--- config.mk ---
export PLATFORM = sky130hd
export DESIGN_NAME = mem_multiport_rf
export DESIGN_NICKNAME = d
export VERILOG_FILES = /design/src/rtl/mem_rf_defs.sv /design/src/rtl/mem_rf_init_seq.sv /design/src/rtl/mem_multiport_rf.sv
export SDC_FILE = /design/constraint.sdc
export NUM_CORES = 1
export LEC_CHECK = 0
export BUFFER_PORTS_ARGS = -buffer_cell sky130_fd_sc_hd__buf_2
export CORE_ASPECT_RATIO = 1.1
export CORE_UTILIZATION = 60
export CTS_CLUSTER_DIAMETER = 60
export DETAILED_ROUTE_END_ITERATION = 12
export PLACE_DENSITY_LB_ADDON = 0.3
export SETUP_SLACK_MARGIN = 0.1
export SYNTH_ARGS = -nofsm -noshare
export SYNTH_HDL_FRONTEND = slang
export SYNTH_SLANG_ARGS = --single-unit
--- constraint.sdc ---
create_clock -name clk -period 2.75 [get_ports clk]
set_input_delay 0.275 -clock clk [delete_from_list [all_inputs] [get_ports clk]]
set_output_delay 0.275 -clock clk [all_outputs]
set_load 0.02 [all_outputs]
--- src/rtl/mem_rf_defs.sv ---
// Shared definitions for the multiport register file: FSM encodings and init fill modes.
package mem_rf_defs;

    typedef enum logic {
        ST_INIT = 1'b0,
        ST_IDLE = 1'b1
    } rf_state_e;

    localparam int unsigned INIT_ZERO  = 0;
    localparam int unsigned INIT_INDEX = 1;

endpackage

--- src/rtl/mem_rf_init_seq.sv ---
// Reset-driven initialisation sequencer: sweeps every word once after rst, then idles.
module mem_rf_init_seq
    import mem_rf_defs::*;
#(
    parameter int unsigned DW        = 32,
    parameter int unsigned DEPTH     = 32,
    parameter int unsigned AW        = 5,
    parameter int unsigned INIT_MODE = INIT_INDEX
) (
    input  logic          clk,
    input  logic          rst,
    output logic          init_we,
    output logic [AW-1:0] init_addr,
    output logic [DW-1:0] init_data,
    output logic          init_busy
);

    rf_state_e     state_q;
    logic [AW-1:0] cnt_q;
    logic          busy_q;

    always_ff @(posedge clk) begin
        if (rst) begin
            state_q <= ST_INIT;
            cnt_q   <= '0;
            busy_q  <= 1'b1;
        end else begin
            case (state_q)
                ST_INIT: begin
                    if (cnt_q == AW'(DEPTH - 1)) begin
                        state_q <= ST_IDLE;
                        cnt_q   <= '0;
                        busy_q  <= 1'b0;
                    end else begin
                        cnt_q <= cnt_q + AW'(1);
                    end
                end
                ST_IDLE: state_q <= ST_IDLE;
                default: state_q <= ST_INIT;
            endcase
        end
    end

    assign init_we   = busy_q;
    assign init_addr = cnt_q;
    assign init_data = (INIT_MODE == INIT_INDEX) ? DW'(cnt_q) : '0;
    assign init_busy = busy_q;

endmodule

--- src/rtl/mem_multiport_rf.sv ---
// Parametrised NRD-read / 1-write register file with byte enables, init sweep and range checks.
// Define MEM_RF_FWD_EN to forward same-cycle write data to matching read ports.
module mem_multiport_rf
    import mem_rf_defs::*;
#(
    parameter int unsigned DW        = 32,
    parameter int unsigned DEPTH     = 32,
    parameter int unsigned AW        = 5,
    parameter int unsigned NRD       = 2,
    parameter int unsigned INIT_MODE = INIT_INDEX
) (
    input  logic              clk,
    input  logic              rst,
    input  logic              rd_en,
    input  logic [NRD*AW-1:0] rd_addr,
    output logic [NRD*DW-1:0] rd_data,
    output logic              rd_valid,
    input  logic              wr_en,
    input  logic [AW-1:0]     wr_addr,
    input  logic [DW-1:0]     wr_data,
    input  logic [DW/8-1:0]   wr_be,
    output logic              init_busy,
    output logic              addr_err
);

    localparam int unsigned NB = DW / 8;

    if (DW % 8 != 0) begin : g_bad_dw
        $error("mem_multiport_rf: DW must be a multiple of 8");
    end
    if ((64'(1) << AW) < 64'(DEPTH)) begin : g_bad_aw
        $error("mem_multiport_rf: 2**AW must be >= DEPTH");
    end
    if (NRD < 1 || NRD > 4) begin : g_bad_nrd
        $error("mem_multiport_rf: NRD must be in 1..4");
    end

    logic [DW-1:0]     mem_q [DEPTH];
    logic [NRD*DW-1:0] rd_data_q, rd_data_d;
    logic              rd_valid_q, rd_valid_d;
    logic              addr_err_q, addr_err_d;

    logic              init_we;
    logic [AW-1:0]     init_addr;
    logic [DW-1:0]     init_data;
    logic              init_busy_w;
    logic              wr_in_range_c;
    logic              wr_ok_c;
    logic [AW-1:0]     ra_c;
    logic [DW-1:0]     word_c;

    mem_rf_init_seq #(
        .DW        (DW),
        .DEPTH     (DEPTH),
        .AW        (AW),
        .INIT_MODE (INIT_MODE)
    ) u_init_seq (
        .clk       (clk),
        .rst       (rst),
        .init_we   (init_we),
        .init_addr (init_addr),
        .init_data (init_data),
        .init_busy (init_busy_w)
    );

    assign wr_in_range_c = 32'(wr_addr) < DEPTH;
    assign wr_ok_c       = wr_en & ~init_busy_w & wr_in_range_c;

    // Init sweep owns the write port while busy; rst itself never writes.
    always_ff @(posedge clk) begin
        if (!rst) begin
            if (init_we) begin
                mem_q[init_addr] <= init_data;
            end else if (wr_ok_c) begin
                for (int unsigned j = 0; j < NB; j++) begin
                    if (wr_be[j]) mem_q[wr_addr][8*j +: 8] <= wr_data[8*j +: 8];
                end
            end
        end
    end

    always_comb begin
        rd_data_d  = rd_data_q;
        rd_valid_d = 1'b0;
        addr_err_d = 1'b0;
        ra_c       = '0;
        word_c     = '0;
        if (!init_busy_w) begin
            if (rd_en) begin
                rd_valid_d = 1'b1;
                for (int unsigned k = 0; k < NRD; k++) begin
                    ra_c   = rd_addr[k*AW +: AW];
                    word_c = '0;
                    if (32'(ra_c) < DEPTH) begin
                        word_c = mem_q[ra_c];
`ifdef MEM_RF_FWD_EN
                        if (wr_en && (ra_c == wr_addr)) begin
                            for (int unsigned j = 0; j < NB; j++) begin
                                if (wr_be[j]) word_c[8*j +: 8] = wr_data[8*j +: 8];
                            end
                        end
`endif
                    end else begin
                        addr_err_d = 1'b1;
                    end
                    rd_data_d[k*DW +: DW] = word_c;
                end
            end
            if (wr_en && !wr_in_range_c) addr_err_d = 1'b1;
        end
    end

    always_ff @(posedge clk) begin
        if (rst) begin
            rd_data_q  <= '0;
            rd_valid_q <= 1'b0;
            addr_err_q <= 1'b0;
        end else begin
            rd_data_q  <= rd_data_d;
            rd_valid_q <= rd_valid_d;
            addr_err_q <= addr_err_d;
        end
    end

    assign rd_data   = rd_data_q;
    assign rd_valid  = rd_valid_q;
    assign addr_err  = addr_err_q;
    assign init_busy = init_busy_w;

endmodule

# After elaboration in Yosys (flattened, before gate mapping)
# Memory sizes are Yosys's and may differ from the RTL's. A register that Yosys moved wholly into a read port is not among the register bits.
# Cells that the tools add are included.
[word_totals]
register_bits = 8
latchBits = 0
ram_bits = 1024
rom_bits = 0
out_inout_bits = 67
wordCells = 44
mem_count = 1
[classes]
add_sub_neg = 1
mul = 0
n_div = 0
order_cmp = 0
n_eq_ne = 1
n_shift = 0
muxes = 30
bitwise = 3
reduce_logical = 4
[mem_list]
columns = ["name", "depth", "width", "read_ports", "rd_ports_with_merged_regs", "wr", "line_no", "rtl"]
rows = [
  ["mem_q", 32, 32, 2, 2, 1, "mem_multiport_rf.sv:38", "logic [DW-1:0] mem_q [DEPTH];"],
]
[op_table]
columns = ["operator", "count"]
rows = [
  ["two-way mux 32 bit", 1],
  ["OR reduction 32 bit", 1],
  ["two-way mux 1 bit", 25],
  ["two-way mux 5 bit", 2],
  ["adder 5 x 1 -> 5 bit (second input constant)", 1],
  ["equality test 5 bit (second input constant)", 1],
  ["two-way mux 4 bit", 1],
  ["AND reduction 2 bit", 2],
  ["NOT 1 bit", 2],
  ["one-hot mux 1 bit (2 select lines)", 1],
  ["OR reduction 2 bit", 1],
  ["bitwise AND 1 bit", 1],
]

# Depth between registers and ports, before layout
# Gate-level depths: netlist of the first run.
[logic_depth]
word_depth = 8
ltp_mapped = 8
ltp_nobuf = 6

# Modules after synthesis
# From an unflattened synthesis of the first run, not the netlist that was laid out.
[unflattened]
cells_unflattened = 3676
hier_area_um2 = 52635.5
[by_module_without_submodules]
columns = ["mod", "instances", "cells_each", "area_per_inst_um2", "seq_area_each_um2"]
rows = [
  ["mem_multiport_rf", 1, 3610, 52074.9, 32050.7],
  ["mem_rf_init_seq", 1, 66, 560.5, 140.1],
]

# Least setup slack after synthesis of the first run
# No wires, ideal clock.
[synth_timing]
path_kind = "reg2reg"
start = "register u_init_seq.busy_q (netlist: u_init_seq.init_busy)"
end = "memory mem_q[10][0] (enable)"
t_arrival_ps = 2027
required_ps = 2380
slack_ps = 353
stages_incl_launch_ff = 6
path_buffers = 2
synth_period_minus_slack_ps = 2397
cell_sequence = "dfxtp_1 -> nor4b_2 -> buf_2 -> buf_1 -> a31oi_1 -> nor2_1"
[synth_between]
elab_chain_cells = 8
elab_cells_between_ends = 24
[synth_lines]
columns = ["element", "line_no", "rtl"]
rows = [
  ["from (decl)", "mem_rf_init_seq.sv:20", "logic busy_q;"],
  ["from (signal assigned)", "mem_rf_init_seq.sv:26", "busy_q <= 1'b1;"],
  ["from (signal assigned)", "mem_rf_init_seq.sv:33", "busy_q <= 1'b0;"],
  ["NOT 1 bit (no source line)", "-", ""],
  ["bitwise AND 1 bit", "mem_multiport_rf.sv:67", "assign wr_ok_c = wr_en & ~init_busy_w & wr_in_range_c;"],
  ["two-way mux 1 bit", "mem_multiport_rf.sv:74", "end else if (wr_ok_c) begin"],
  ["two-way mux 1 bit", "mem_multiport_rf.sv:72", "if (init_we) begin"],
  ["two-way mux 1 bit", "mem_multiport_rf.sv:71", "if (!rst) begin"],
  ["two-way mux 1 bit (implied by the code)", "mem_multiport_rf.sv:76", "if (wr_be[j]) mem_q[wr_addr][8*j +: 8] <= wr_data[8*j +: 8];"],
  ["OR reduction 32 bit (no source line)", "-", ""],
  ["two-way mux 5 bit (no source line) or two-way mux 4 bit (tied branches)", "-", ""],
  ["to (decl)", "mem_multiport_rf.sv:38", ""],
]
# Several ways; a longest one is shown, not always the timed one.

# Worst setup path after layout of the first run
[layout_timing]
start = "register u_init_seq.busy_q (netlist: u_init_seq.init_busy)"
end = "memory mem_q[12][14] (enable)"
# The elaborated chain is that of the path after synthesis.

==> flow_summary_export.csv, run 1 <==
group,metric,value,unit
synthesis,synth_mux_area_share,19.82,%
synthesis,yosysWarnings,0,
cts,ctsHtreeMaxLevel,3,
layout,drive_above_1_share,18.78,%
layout,stdcell_count,5185,
cts,cts_buffers,109,
job,cap_violations,0,
floorplanning,die-area,0.08820,mm2
synthesis,synth_seq_area_share,61.65,%
cts,cts_sinks,1096,
synthesis,synth_top_family_by_area,"multiplexers",
setup_path,cp-start-kind,"flop",
detailed_routing,vias_per_cell,6.845,
detailed_routing,antenna_left,0,
setup_path,crit_type,"reg -> reg",
detailed_routing,detail_route.first_pass.iterations,6,
placement,io_buffers,120,
synthesis,synth-seq-cells,1096,
synthesis,synth_fa_ha_area_share,0.04793,%
synthesis,post_synth_and_or_nand_nor_area_fraction,3.381,%
placement,hpwlAfterDp,97770,um
sta,fin_setup_tns,0,ns
floorplanning,pin_count,122,
run_status,outcome,"complete, no violations",
cts,cts_root_buffer,"clkbuf_16",
placement,pre_cts_slack,-0.2115,ns
layout,fin_nets,3993,
synthesis,syn_nets,3699,
setup_path,crit_required,3.07,ns
global_route,grt_usage,34.18,%
pwr,power-per-cell-area,607.3,mW/mm2
placement,gp_congestion,0.9051,
global_route,grt_overflow,0,
sta,tightest_slew,0.8424,ns
sta,max_slew_margin,43.63,%
sta,clock_skew,0.02493,ns
sta,setup_ws,0.08917,ns
detailed_routing,drc,0,
detailed_routing,drt_wl_total,153400,um
pwr,ir_drop,496.1,uV
cts,path_clk_slew,0.06,ns
synthesis,synth_compound_area_share,11.64,%
detailed_routing,first_iter_violations,4603,
placement,place_inst,4973,
setup_path,path_max_fanout,8,
setup_path,arrival,2.98,ns
layout,fill_cells,5763,
global_route,antenna_found_initial,12,
floorplanning,die_h,311.4,um
sta,hold_viol,0,
floorplanning,rows,113,
floorplanning,initial_core_util,60.54,%
floorplanning,die_x,283.3,um
pwr,finalPower,36.35,mW
detailed_routing,wl_per_cell,29.59,um
floorplanning,coreArea,0.08625,mm2
sta,slew_violations,0,
sta,finalSetupViolCount,0,
synthesis,synth_cells,3642,
synthesis,synthXorXnorAreaFrac,0,%
sta,fmax,375.8,MHz
cts,clk_latency,0.70,ns
detailed_routing,vias,35492,
sta,post-route-min-period,2.661,ns
cts,cts_tree,"yes",
pwr,p_leak,23.58,nW
global_route,grt_max_degree,66,
synthesis,ys_types,36,
synthesis,synth_area,0.05221,mm2
synthesis,postSynthAreaPerCell,14.34,um2
sta,rsz0062_at_grt,"false",
hold_path,hold_class,"in -> reg",
cts,clock_path_buffers,3,
setup_path,endpoint_kind,"flop",
layout,syn_to_final_growth,14.65,%
global_route,grt_pass1_wl,224100,um
sta,finalCritPeriodShare,96.76,%
global_route,grt_pass1_vias,35046,
[power by group]
group | internal (mW) | switching (mW) | total, mW
logic | 1.15 | 1.84 | 2.98
clock network | 8.74 | 6.48 | 15.2
registers | 18.1 | 0.0468 | 18.1
total | 28.0 | 8.36 | 36.4
[flip-flops by register name, indices dropped and copies added, names as in the netlist]
register	flops
mem_q	1024
rd_data	64
u_init_seq.init_addr	5
rd_valid	1
u_init_seq.init_busy	1
u_init_seq.state_q	1
[synthesized netlist by cell type]
library cell / count / area share (%)
and4_1: 1 / 0.017
buf_1: 18 / 0.13
nor4b_2: 1 / 0.029
buf_8: 1 / 0.029
buf_6: 60 / 1.3
nor4_1: 7 / 0.084
clkbuf_4: 6 / 0.086
and2_1: 29 / 0.35
buf_2: 3 / 0.029
o21ai_0: 2 / 0.019
edfxtp_1: 1024 / 59
nand2b_1: 9 / 0.11
mux2i_1: 1027 / 20
nand2_1: 12 / 0.086
buf_12: 2 / 0.077
a211oi_2: 60 / 1.4
conb_1: 1 / 0.0072
nand4bb_1: 1 / 0.022
a22oi_1: 512 / 7.4
and3_1: 1 / 0.012
nor2b_1: 10 / 0.12
nand3b_1: 1 / 0.014
mux2_2: 6 / 0.13
clkbuf_1: 159 / 1.1
a211oi_1: 4 / 0.058
nor3_1: 10 / 0.096
a41oi_1: 6 / 0.10
or4_1: 65 / 0.93
ha_1: 2 / 0.048
or2_2: 2 / 0.024
nor2_1: 207 / 1.5
dfxtp_1: 72 / 2.8
a21oi_1: 264 / 2.5
a31oi_1: 10 / 0.12
buf_4: 46 / 0.66
a21o_1: 1 / 0.014
[layer usage]
layer / track usage (%) / vias to the layer above / share of wire, %
li1: - / 15125 / -
met1: 46.67 / 17679 / 38
met2: 54.05 / 2297 / 46
met3: 6.362 / 375 / 11
met4: 14.37 / 16 / 4.2
met5: 0 / - / 0.062
[critical path: stages, from the launching register on]
cell and delay, ns:
dfxtp_1 0.38, buf_4 0.28, a21oi_1 0.07, nor2_1 0.54
nand2_1 0.40, nor2_2 0.61
[final timing paths]
path	start	depth (start not counted)	slack [ns]	end
max	u_init_seq.init_busy$_SDFFE_PP1P_	5	0.09	mem_q[12][14]$_DFFE_PP_
min	rd_en	4	0.16	rd_data[0]$_SDFFE_PP0P_
max reg2reg	u_init_seq.init_busy$_SDFFE_PP1P_	5	0.09	mem_q[12][14]$_DFFE_PP_
min reg2reg	rd_data[63]$_SDFFE_PP0P_	2	0.50	rd_data[63]$_SDFFE_PP0P_
[layout make-up]
cell class                 instances  area, um2  area share [%]
antenna                            4      10.01         0.01672
tap                             1150       1439           2.404
clock inverter                    72      739.5           1.235
sequential                      1096      32190           53.78
clock buffer                     134       2904           4.851
timing repair buffer             478       4205           7.025
multi-input combinational       2251      18370           30.69
[per-stage QoR]
| stage | area, um2 | util [%] | hold WS, ns |
|---|---|---|---|
| floorplan | 52210 | - | 0.5101 |
| global placement | 56110 | 65.06 | 0.4889 |
| detailed placement | 56120 | 65.07 | 0.4916 |
| CTS | 59830 | 69.37 | 0.1253 |
| global route | 59850 | 69.40 | 0.1815 |
| finish | 59860 | 69.41 | 0.1586 |
[logic make-up after synthesis]
group | count (synthesis)
flops | 1096
mux | 1033
compound gates | 859
simple gates | 356
buf+inv | 295
fa+ha+maj | 2
other cells | 1
[cells in the final DEF (no fill, tap or decap), types with 7 or more instances in the layout]
| master | instances |
|---|---|
| nor3_1 | 10 |
| clkinv_2 | 27 |
| a211oi_2 | 60 |
| nor2_1 | 182 |
| buf_4 | 286 |
| buf_2 | 117 |
| clkbuf_16 | 111 |
| edfxtp_1 | 1024 |
| buf_12 | 71 |
| a31oi_1 | 8 |
| nand2_1 | 10 |
| clkinv_1 | 16 |
| clkbuf_1 | 19 |
| dfxtp_1 | 72 |
| a21oi_1 | 264 |
| bufinv_16 | 13 |
| clkinvlp_4 | 7 |
| mux2i_1 | 1027 |
| nor4_1 | 7 |
| and2_1 | 27 |
| or4_1 | 65 |
| nor2_2 | 23 |
| a22oi_1 | 512 |
[timing repair]
| item | 4_1_cts | 5_1_grt |
|---|---|---|
| pin swaps | 0 | 1 |
| setup buffers | 0 | 1 |
| hold endpoints to repair | 1 | 0 |
| cloned | 0 | 0 |
| endpoints found under the setup margin | 181 | 254 |
| gates resized for setup | 21 | 4 |
| hold buffers | 1 | 0 |
Power figures use the tool's default switching activity.
==> run 2: changes to the inputs <==
==> constraint.sdc (replaced) <==
create_clock -name clk -period 2.6 [get_ports clk]
set_input_delay 0.26 -clock clk [delete_from_list [all_inputs] [get_ports clk]]
set_output_delay 0.26 -clock clk [all_outputs]
set_load 0.02 [all_outputs]
==> flow_summary_export.csv, run 2 (synthesis gave the netlist of run 1 again) <==
group,metric,value,unit
run_status,outcome,"complete, no violations",
layout,fin_util,69.83,%
setup_path,path_max_fanout,16,
setup_path,crit_required,2.91,ns
floorplanning,die_h,311.4,um
detailed_routing,first_iter_violations,4496,
setup_path,endpoint_kind,"flop",
layout,regMostFlops,"mem_q",
floorplanning,initial_core_util,60.54,%
layout,multiInputGateArea,0.01845,mm2
setup_path,worst_path_max_delay_cell,"nor2_1",
detailed_routing,wl_per_cell,29.19,um
global_route,grt_pass1_vias,35278,
cts,cts_root_buffer,"clkbuf_16",
sta,hold_viol,0,
detailed_routing,drc,0,
cts,path_clk_slew,0.06,ns
layout,layout_commonest_cell,"mux2i_1",
sta,finalSetupViolCount,0,
detailed_routing,vias_per_cell,6.806,
setup_path,slowest_delay,0.68,ns
setup_path,cp-start-kind,"flop",
setup_path,reg2reg_depth,6,
pwr,finalPower,38.28,mW
detailed_routing,detail_route.first_pass.iterations,6,
detailed_routing,drt_wl_total,152200,um
layout,syn_to_final_growth,15.34,%
cts,clk_latency,0.69,ns
cts,ctsHtreeMaxLevel,3,
detailed_routing,vias,35494,
cts,cts_sinks,1096,
layout,fin_nets,4023,
sta,post-route-min-period,2.410,ns
layout,drive_above_1_share,20.00,%
cts,cts_tree,"yes",
setup_path,arrival,2.72,ns
setup_path,crit_type,"reg -> reg",
cts,cts_buffers,107,
layout,seq_area,0.03219,mm2
layout,largest_reg_flops,1024,
setup_path,reg2reg_slack,0.19,ns
placement,io_buffers,120,
setup_path,rr_startpoint,"u_init_seq.init_busy$_SDFFE_PP1P_",
floorplanning,die-area,0.08820,mm2
sta,fin_setup_tns,0,ns
global_route,grt_max_degree,61,
sta,slew_violations,0,
detailed_routing,antenna_left,0,
hold_path,holdPathEnd,"rd_valid$_SDFF_PP0_",
pwr,ir_drop,578.1,uV
setup_path,reg2reg_to,"mem_q[13][14]$_DFFE_PP_",
pwr,p_leak,23.74,nW
layout,fill_cells,5721,
sta,fmax,415.0,MHz
sta,rsz0062_at_grt,"false",
hold_path,min_path_cells,3,
setup_path,crit_top_cell,"buf_12",
pwr,power-per-cell-area,635.6,mW/mm2
setup_path,crit_chain,"nor4b_4 -> buf_12 -> mux2_2 -> nand2_1 -> buf_12 -> nor2_1",
sta,tightest_slew,1.034,ns
job,cap_violations,0,
global_route,grt_usage,34.14,%
placement,gp_congestion,0.9229,
cts,clock_path_buffers,3,
floorplanning,die_x,283.3,um
floorplanning,coreArea,0.08625,mm2
floorplanning,pin_count,122,
hold_path,hold_class,"in -> reg",
sta,finalCritPeriodShare,92.69,%
layout,layout_common_cells,"1,026 x mux2i_1, 1,024 x edfxtp_1, 512 x a22oi_1",
cts,holdBufCountCts,0,
global_route,grt_pass1_wl,224000,um
sta,max_slew_margin,30.89,%
sta,clock_skew,0.02530,ns
hold_path,holdCritStartpoint,"rd_en",
global_route,antenna_found_initial,13,
floorplanning,rows,113,
placement,hpwlAfterDp,99780,um
global_route,grt_overflow,0,
==> run 2: changes by cell type in the layout (fill, tap and decap cells not counted), moves of 3 or more <==
cell,before,now
nor2_1,182,153
clkbuf_1,19,26
clkbuf_8,4,10
nor2_2,23,51
buf_4,286,310
clkinv_1,16,13
buf_12,71,81
clkbuf_16,111,108
clkinv_2,27,18
==> run 2: worst max-delay path: cells and delay by family, from the launching register on <==
family	cells	cell delay, ns
AND/OR/NAND/NOR	3	1.09
buffers and inverters	2	0.37
flip-flops	1	0.34
multiplexers	1	0.23
==> run 2: report_power, final <==
part | switching [mW] | internal, mW
clock network | 6.69 | 9.13
logic | 1.98 | 1.29
registers | 0.0507 | 19.1
==> run 2: worst max path at each step <==
stage	startpoint	depth (start not counted)	to
2_1_floorplan	u_init_seq.init_busy$_SDFFE_PP1P_	5	mem_q[10][0]$_DFFE_PP_
3_3_place_gp	wr_be[0]	10	mem_q[22][12]$_DFFE_PP_
3_5_place_dp	wr_be[0]	9	mem_q[12][24]$_DFFE_PP_
4_1_cts	u_init_seq.init_busy$_SDFFE_PP1P_	9	mem_q[25][30]$_DFFE_PP_
5_1_grt	u_init_seq.init_busy$_SDFFE_PP1P_	6	mem_q[20][4]$_DFFE_PP_
6_report	u_init_seq.init_busy$_SDFFE_PP1P_	6	mem_q[13][14]$_DFFE_PP_
==> run 2: cell type report <==
cell class	instances	area share [%]
multi-input combinational	2251	30.63
antenna	6	0.02493
clock buffer	144	4.878
clock inverter	58	1.045
sequential	1096	53.45
timing repair buffer	510	7.579
tap	1150	2.389
==> run 2: timing repair <==
action,CTS,global route
buffers inserted,0,1
pin swaps,0,1
setup endpoints to repair,243,542
resized for setup,28,28
==> run 2: per-stage QoR <==
| step | setup slack [ns] | hold WS, ns | cell area, um2 | std cells |
|---|---|---|---|---|
| after CTS | 0.08438 | 0.02241 | 60130 | 5208 |
| after global placement | -0.2611 | 0.4858 | 56490 | 5006 |
| after floorplan | 0.2026 | 0.5101 | 52210 | 3642 |
| final | 0.1901 | 0.04518 | 60220 | 5215 |
| after detailed placement | -0.3201 | 0.4906 | 56490 | 5006 |
| after global routing | 0.09840 | 0.05616 | 60210 | 5209 |
==> run 2: layer usage <==
metal | routed length [um] | GRT usage [%] | vias up
met1 | 57110 | 45.30 | 17527
met2 | 71600 | 54.84 | 2324
met5 | 114 | 0 | -
met4 | 6727 | 14.31 | 18
li1 | - | - | 15182
met3 | 16670 | 7.196 | 443
